`src/rtl/lmg_move_packer.sv`:
```
// lmg_move_packer: resets the LMG, drains its FIFO and compacts valid moves into
// consecutive RAM words, followed by a count/overflow header and a zero terminator.
module lmg_move_packer #(
    parameter int SLOTS     = 8,
    parameter int MOVE_W    = 18,
    parameter int ADDR_W    = 15,
    parameter int DATA_W    = 32,
    parameter int BASE_ADDR = 16,
    parameter int CNT_W     = 8,
    parameter int MAX_MOVES = 255
) (
    input  logic                      clk,
    input  logic                      reset,
    input  logic                      start,
    output logic                      busy,
    output logic                      done,
    output logic                      overflow,
    output logic [CNT_W-1:0]          move_count,
    output logic                      lmg_reset,
    input  logic                      lmg_done,
    input  logic                      lmg_fifo_empty,
    output logic                      lmg_rden,
    input  logic [SLOTS*(MOVE_W+1)-1:0] lmg_fifo_out,
    output logic                      ram_wren,
    output logic [ADDR_W-1:0]         ram_wraddr,
    output logic [DATA_W-1:0]         ram_data
);
    localparam int SW = MOVE_W + 1;
    localparam int IW = SLOTS > 1 ? $clog2(SLOTS) : 1;

    typedef enum logic [3:0] {IDLE, LMG_RST, WAIT_DONE, POP, LATCH, SCAN, HDR, TERM, DONE} state_t;

    state_t state, stateN;
    logic startQ, rstCnt, rstCntN;
    logic [SLOTS*SW-1:0] wordQ, wordN;
    logic [IW-1:0] slotIdx, slotN;
    logic [CNT_W-1:0] cntN;
    logic overflowN, busyN, doneN, lmgResetN, lmgRdenN, ramWrenN;
    logic [ADDR_W-1:0] ramWraddrN, nextAddr;
    logic [DATA_W-1:0] ramDataN;
    logic [SW-1:0] slot;
    logic allInvalid, stopScan;

    assign slot     = wordQ[slotIdx*SW +: SW];
    assign nextAddr = ADDR_W'(BASE_ADDR + 1) + ADDR_W'(move_count);
    assign stopScan = allInvalid || lmg_fifo_empty;

    always_comb begin
        allInvalid = 1'b1;
        for (int k = 0; k < SLOTS; k++) allInvalid = allInvalid & wordQ[k*SW+MOVE_W];
    end

    // Every output is the registered image of its next value, so writes appear one cycle after the state that issues them.
    always_comb begin
        stateN     = state;
        wordN      = wordQ;
        slotN      = slotIdx;
        rstCntN    = rstCnt;
        cntN       = move_count;
        overflowN  = overflow;
        busyN      = busy;
        doneN      = done;
        lmgResetN  = 1'b0;
        lmgRdenN   = 1'b0;
        ramWrenN   = 1'b0;
        ramWraddrN = ram_wraddr;
        ramDataN   = ram_data;
        case (state)
            IDLE: if (start && !startQ) begin
                stateN    = LMG_RST;
                cntN      = '0;
                overflowN = 1'b0;
                doneN     = 1'b0;
                busyN     = 1'b1;
                lmgResetN = 1'b1;
                rstCntN   = 1'b0;
            end
            LMG_RST: begin
                rstCntN   = 1'b1;
                lmgResetN = !rstCnt;
                stateN    = rstCnt ? WAIT_DONE : LMG_RST;
            end
            WAIT_DONE: if (lmg_done) begin
                stateN   = lmg_fifo_empty ? HDR : POP;
                lmgRdenN = !lmg_fifo_empty;
            end
            POP: stateN = LATCH;
            LATCH: begin
                wordN  = lmg_fifo_out;
                slotN  = '0;
                stateN = SCAN;
            end
            SCAN: begin
                if (!slot[MOVE_W]) begin
                    if (move_count < CNT_W'(MAX_MOVES)) begin
                        ramWrenN   = 1'b1;
                        ramWraddrN = nextAddr;
                        ramDataN   = DATA_W'(slot[MOVE_W-1:0]);
                        cntN       = move_count + 1'b1;
                    end else begin
                        overflowN = 1'b1;
                    end
                end
                slotN = slotIdx + 1'b1;
                if (slotIdx == IW'(SLOTS - 1)) begin
                    stateN   = stopScan ? HDR : POP;
                    lmgRdenN = !stopScan;
                end
            end
            HDR: begin
                ramWrenN   = 1'b1;
                ramWraddrN = ADDR_W'(BASE_ADDR);
                ramDataN   = DATA_W'({overflow, move_count});
                stateN     = TERM;
            end
            TERM: begin
                ramWrenN   = 1'b1;
                ramWraddrN = nextAddr;
                ramDataN   = '0;
                stateN     = DONE;
            end
            DONE: begin
                doneN  = 1'b1;
                busyN  = 1'b0;
                stateN = IDLE;
            end
            default: stateN = IDLE;
        endcase
    end

    always_ff @(posedge clk or posedge reset) begin
        if (reset) begin
            state      <= IDLE;
            startQ     <= 1'b0;
            rstCnt     <= 1'b0;
            wordQ      <= '0;
            slotIdx    <= '0;
            move_count <= '0;
            overflow   <= 1'b0;
            busy       <= 1'b0;
            done       <= 1'b0;
            lmg_reset  <= 1'b0;
            lmg_rden   <= 1'b0;
            ram_wren   <= 1'b0;
            ram_wraddr <= '0;
            ram_data   <= '0;
        end else begin
            state      <= stateN;
            startQ     <= start;
            rstCnt     <= rstCntN;
            wordQ      <= wordN;
            slotIdx    <= slotN;
            move_count <= cntN;
            overflow   <= overflowN;
            busy       <= busyN;
            done       <= doneN;
            lmg_reset  <= lmgResetN;
            lmg_rden   <= lmgRdenN;
            ram_wren   <= ramWrenN;
            ram_wraddr <= ramWraddrN;
            ram_data   <= ramDataN;
        end
    end
endmodule

```
`config.mk`:
```
export PLATFORM = sky130hd
export DESIGN_NAME = lmg_move_packer
export DESIGN_NICKNAME = d
export VERILOG_FILES = /design/src/rtl/lmg_move_packer.sv
export SDC_FILE = /design/constraint.sdc
export NUM_CORES = 1
export LEC_CHECK = 0
export CAP_MARGIN = 10
export CORE_MARGIN = 5
export CORE_UTILIZATION = 50
export DETAILED_ROUTE_END_ITERATION = 8
export GPL_ROUTABILITY_DRIVEN = 0
export PLACE_DENSITY = 0.8
export SLEW_MARGIN = 15
export SYNTH_ARGS = -nofsm -noshare
export SYNTH_HDL_FRONTEND = slang
export SYNTH_SLANG_ARGS = --single-unit
```
`constraint.sdc`:
```
create_clock -name clk -period 8.85 [get_ports clk]
set_input_delay 1.3275 -clock clk [delete_from_list [all_inputs] [get_ports clk]]
set_output_delay 1.3275 -clock clk [all_outputs]
set_load 0.01 [all_outputs]
```
==> metrics <==
outcome complete, no violations; peak per-stage delay on the critical path 910 ps; required time worst endpoint between 9000 and 10000 ps; Post-Synth XOR/XNOR Area 0.00467; I/O pins around 220; sum of routed wire length over all layers 23.2 mm; final slew viol count 0; TritonCTS clock tree built; Worst VDD drop 0.000166 V; number of flops mapped to enable cells by yosys 0; area of the die 21600 um^2; per-cell routed wire length about 21 um; number of distinct library cells after synthesis 51; max cap viols 0; complex-gate fraction of the synthesized area 0.0685; first drt pass iteration count 6; final worst path period need 3370 ps; vertical die dimension 147 um; Worst Path Arrival 3730 ps; area share of the largest cell type after synthesis 0.539; leakage component of the power 4.91 nW; Period Utilization, post-route 0.380; slowest cell on the critical path a31oi_1; Area growth, synth to finish 29.1%; Min-Delay Startpoint wordQ[57]; clock latency at the later pin of the worst-skew pair 480 ps; worst-path cell chain nand4bb_1 > a31oi_1 > a21oi_1 > inv_2 > mux2_2; type of the worst setup path register to register; clock group share of total power 0.208; Initial Utilization 0.504; routed vias 6290; Post-Synth Adder-Cell Area 0.00401; Tot GR Track Use 0.217; largest net degree at the start of global routing 124; clock-pin slew of the registers on the worst-case setup and hold paths 60 ps; number of gates resized after CTS 0; floorplan die width 147 um; net switching power between 1 and 1.5 mW; antenna violations before repair 3; Cell Int Power roughly 2.8 mW; most frequent cells after synthesis dfrtp_1, mux2_2, mux4_2; Setup Buffers After CTS 0; DP Wirelength between 15 and 20 mm; row count 50; final design utilization 0.651; sequential fraction of the synthesis area 0.539; headroom to the max-slew limit 0.316; final hold vios 0; fraction of synthesized area in multiplexers 0.299; Post-CTS Hold Fix Bufs 0; main combinational cell family by area after synthesis multiplexers; final antenna-violating net count 0; global-route wire length before repair roughly 37 mm; library cell with the largest summed area after synthesis dfrtp_1; most numerous cell in the Yosys netlist dfrtp_1; residual overflow from global routing 0; Synthesis Warnings 0; clk buf depth 3; number of vias per cell after detailed routing 5.76; total setup violations reported at the end of the flow 0; maximum fanout encountered on the critical timing path 16; #FFs+latches synth 202; basic-gate share of the synthesized area counting and, or, nand and nor cells 0.0406; slew at the pin with the worst max-slew slack 1020 ps; count of clock tree sinks 202; Syn Std Cell Area about 9400 um^2; DRC 0; Post-synth ARST share 1.00; Peak Freq 297 MHz; combinational share of power 0.388; number of buffers created by CTS 21; Critical Path Source Type register; most used flip-flop cell after synthesis dfrtp_1; worst reg2reg path endpoint ram_wraddr[2]; number of cells on the worst reg-to-reg path 5; fraction of final layout cells with drive strength greater than 1 0.293; Detailed Route Iter0 Violations 400; Root Buffer Master clkbuf_16; unrepaired setup endpoints after global routing no; power density of the placed cells 344 nW/um^2; skew final 10.1 ps; IO Port Bufs between 150 and 200; share of total power consumed by net switching 0.319; Worst Hold Endpoint wordQ[57]; Post-layout nets 1003; register share of total power 0.404; via count of the first global-routing pass 6794; overall power after layout 4.16 mW; average cell area after synthesis 14.1 um^2; Mapped Cells 665; minimum setup slack among reg-to-reg paths 5480 ps; dominant cells by area after synthesis dfrtp_1, mux2_2, mux4_2; Floorplan Core Area roughly 19000 um^2; number of H-tree levels 1; Worst setup EP type register; final-layout setup total negative slack 0 ps; worst min-delay path category register to register; worst hold path depth 1; startpoint of the worst-slack reg-to-reg timing path state[0]
## worst max path at each step
stage,startpoint,to,slack [ps],cells past startpoint
2_1_floorplan,reset,busy,2010,1
4_1_cts,slotIdx[2],ram_wraddr[2],5110,5
5_1_grt,state[0],ram_wraddr[8],5220,5
3_3_place_gp,reset,slotIdx[2],5320,3
6_report,state[0],ram_wraddr[2],5480,5
3_5_place_dp,slotIdx[2],ram_wraddr[8],5090,5
## flip-flops by register name (all words and copies together), names as in the netlist
register / count
wordQ: 152
ram_data: 18
ram_wraddr: 9
move_count: 8
state: 4
slotIdx: 3
busy: 1
done: 1
lmg_rden: 1
lmg_reset: 1
overflow: 1
ram_wren: 1
rstCnt: 1
startQ: 1
## routing by layer
layer / GRT usage / vias up / part of all wire
li1: - / 2784 / -
met1: 0.294 / 3205 / 0.40
met2: 0.364 / 257 / 0.50
met3: 0.0404 / 40 / 0.070
met4: 0.0596 / 4 / 0.025
met5: 0 / - / 0.00086
## metrics by stage
step,worst slack (ps),hold WS (ps),instance area (um^2),cells
after floorplan,2010,475,9440,684
after global placement,5320,485,11400,1054
after detailed placement,5090,492,11400,1054
after CTS,5110,506,12100,1091
after global routing,5220,515,12100,1092
final,5480,501,12100,1092
## worst max-delay path: cells and delay by family (launching register included)
kind                   cells  cell delay (ps)
AOI/OAI and AO/OA          2             1410
buffers and inverters      1              310
DFF                        1              660
muxes                      1              360
and+or+nand+nor            1              500
## power groups by stage
stage | clock (mW) | sequential [mW] | combinational (mW)
2_1_floorplan | 0 | 1.58 | 1.20
3_3_place_gp | 0 | 1.65 | 1.56
3_5_place_dp | 0 | 1.69 | 1.62
4_1_cts | 0.882 | 1.68 | 1.63
5_1_grt | 0.923 | 1.74 | 1.75
6_report | 0.863 | 1.68 | 1.61
## cell type report
cell class                 instances  area [um^2]
sequential                       202         5060
tap                              234          293
antenna                            1         2.50
multi-input combinational        403         3990
clock inverter                     8         67.6
fill                            1337         6490
inverter                          12         52.6
clock buffer                      29          616
timing repair buffer             203         2020
## cell usage in the layout (no fill, tap or decap), drive strengths merged, types with 6 or more instances in the layout
| master | synthesis | final |
|---|---|---|
| dfrtp | 202 | 202 |
| clkdlybuf4s50 | 0 | 197 |
| mux2 | 161 | 161 |
| mux4 | 38 | 38 |
| clkbuf | 25 | 29 |
| a21oi | 24 | 24 |
| conb | 1 | 20 |
| a211oi | 19 | 19 |
| nor2b | 13 | 13 |
| nand2 | 13 | 13 |
| mux2i | 13 | 13 |
| inv | 12 | 12 |
| o21ai | 11 | 11 |
| nor2 | 10 | 10 |
| a2111oi | 9 | 9 |
| nor3 | 7 | 7 |
| nand3 | 6 | 6 |
| clkinv | 0 | 6 |
| buf | 42 | 6 |
## kinds of logic (layout without fill, tap and decap cells)
group / after synthesis / after routing
flops: 202 / 202
other cells: 1 / 21
compound gates: 93 / 93
fa+ha+maj: 3 / 3
mux: 212 / 212
simple gates: 70 / 70
buf+inv: 79 / 252
xor+xnor: 5 / 5
Note: power is estimated with default switching activity, not from simulation.
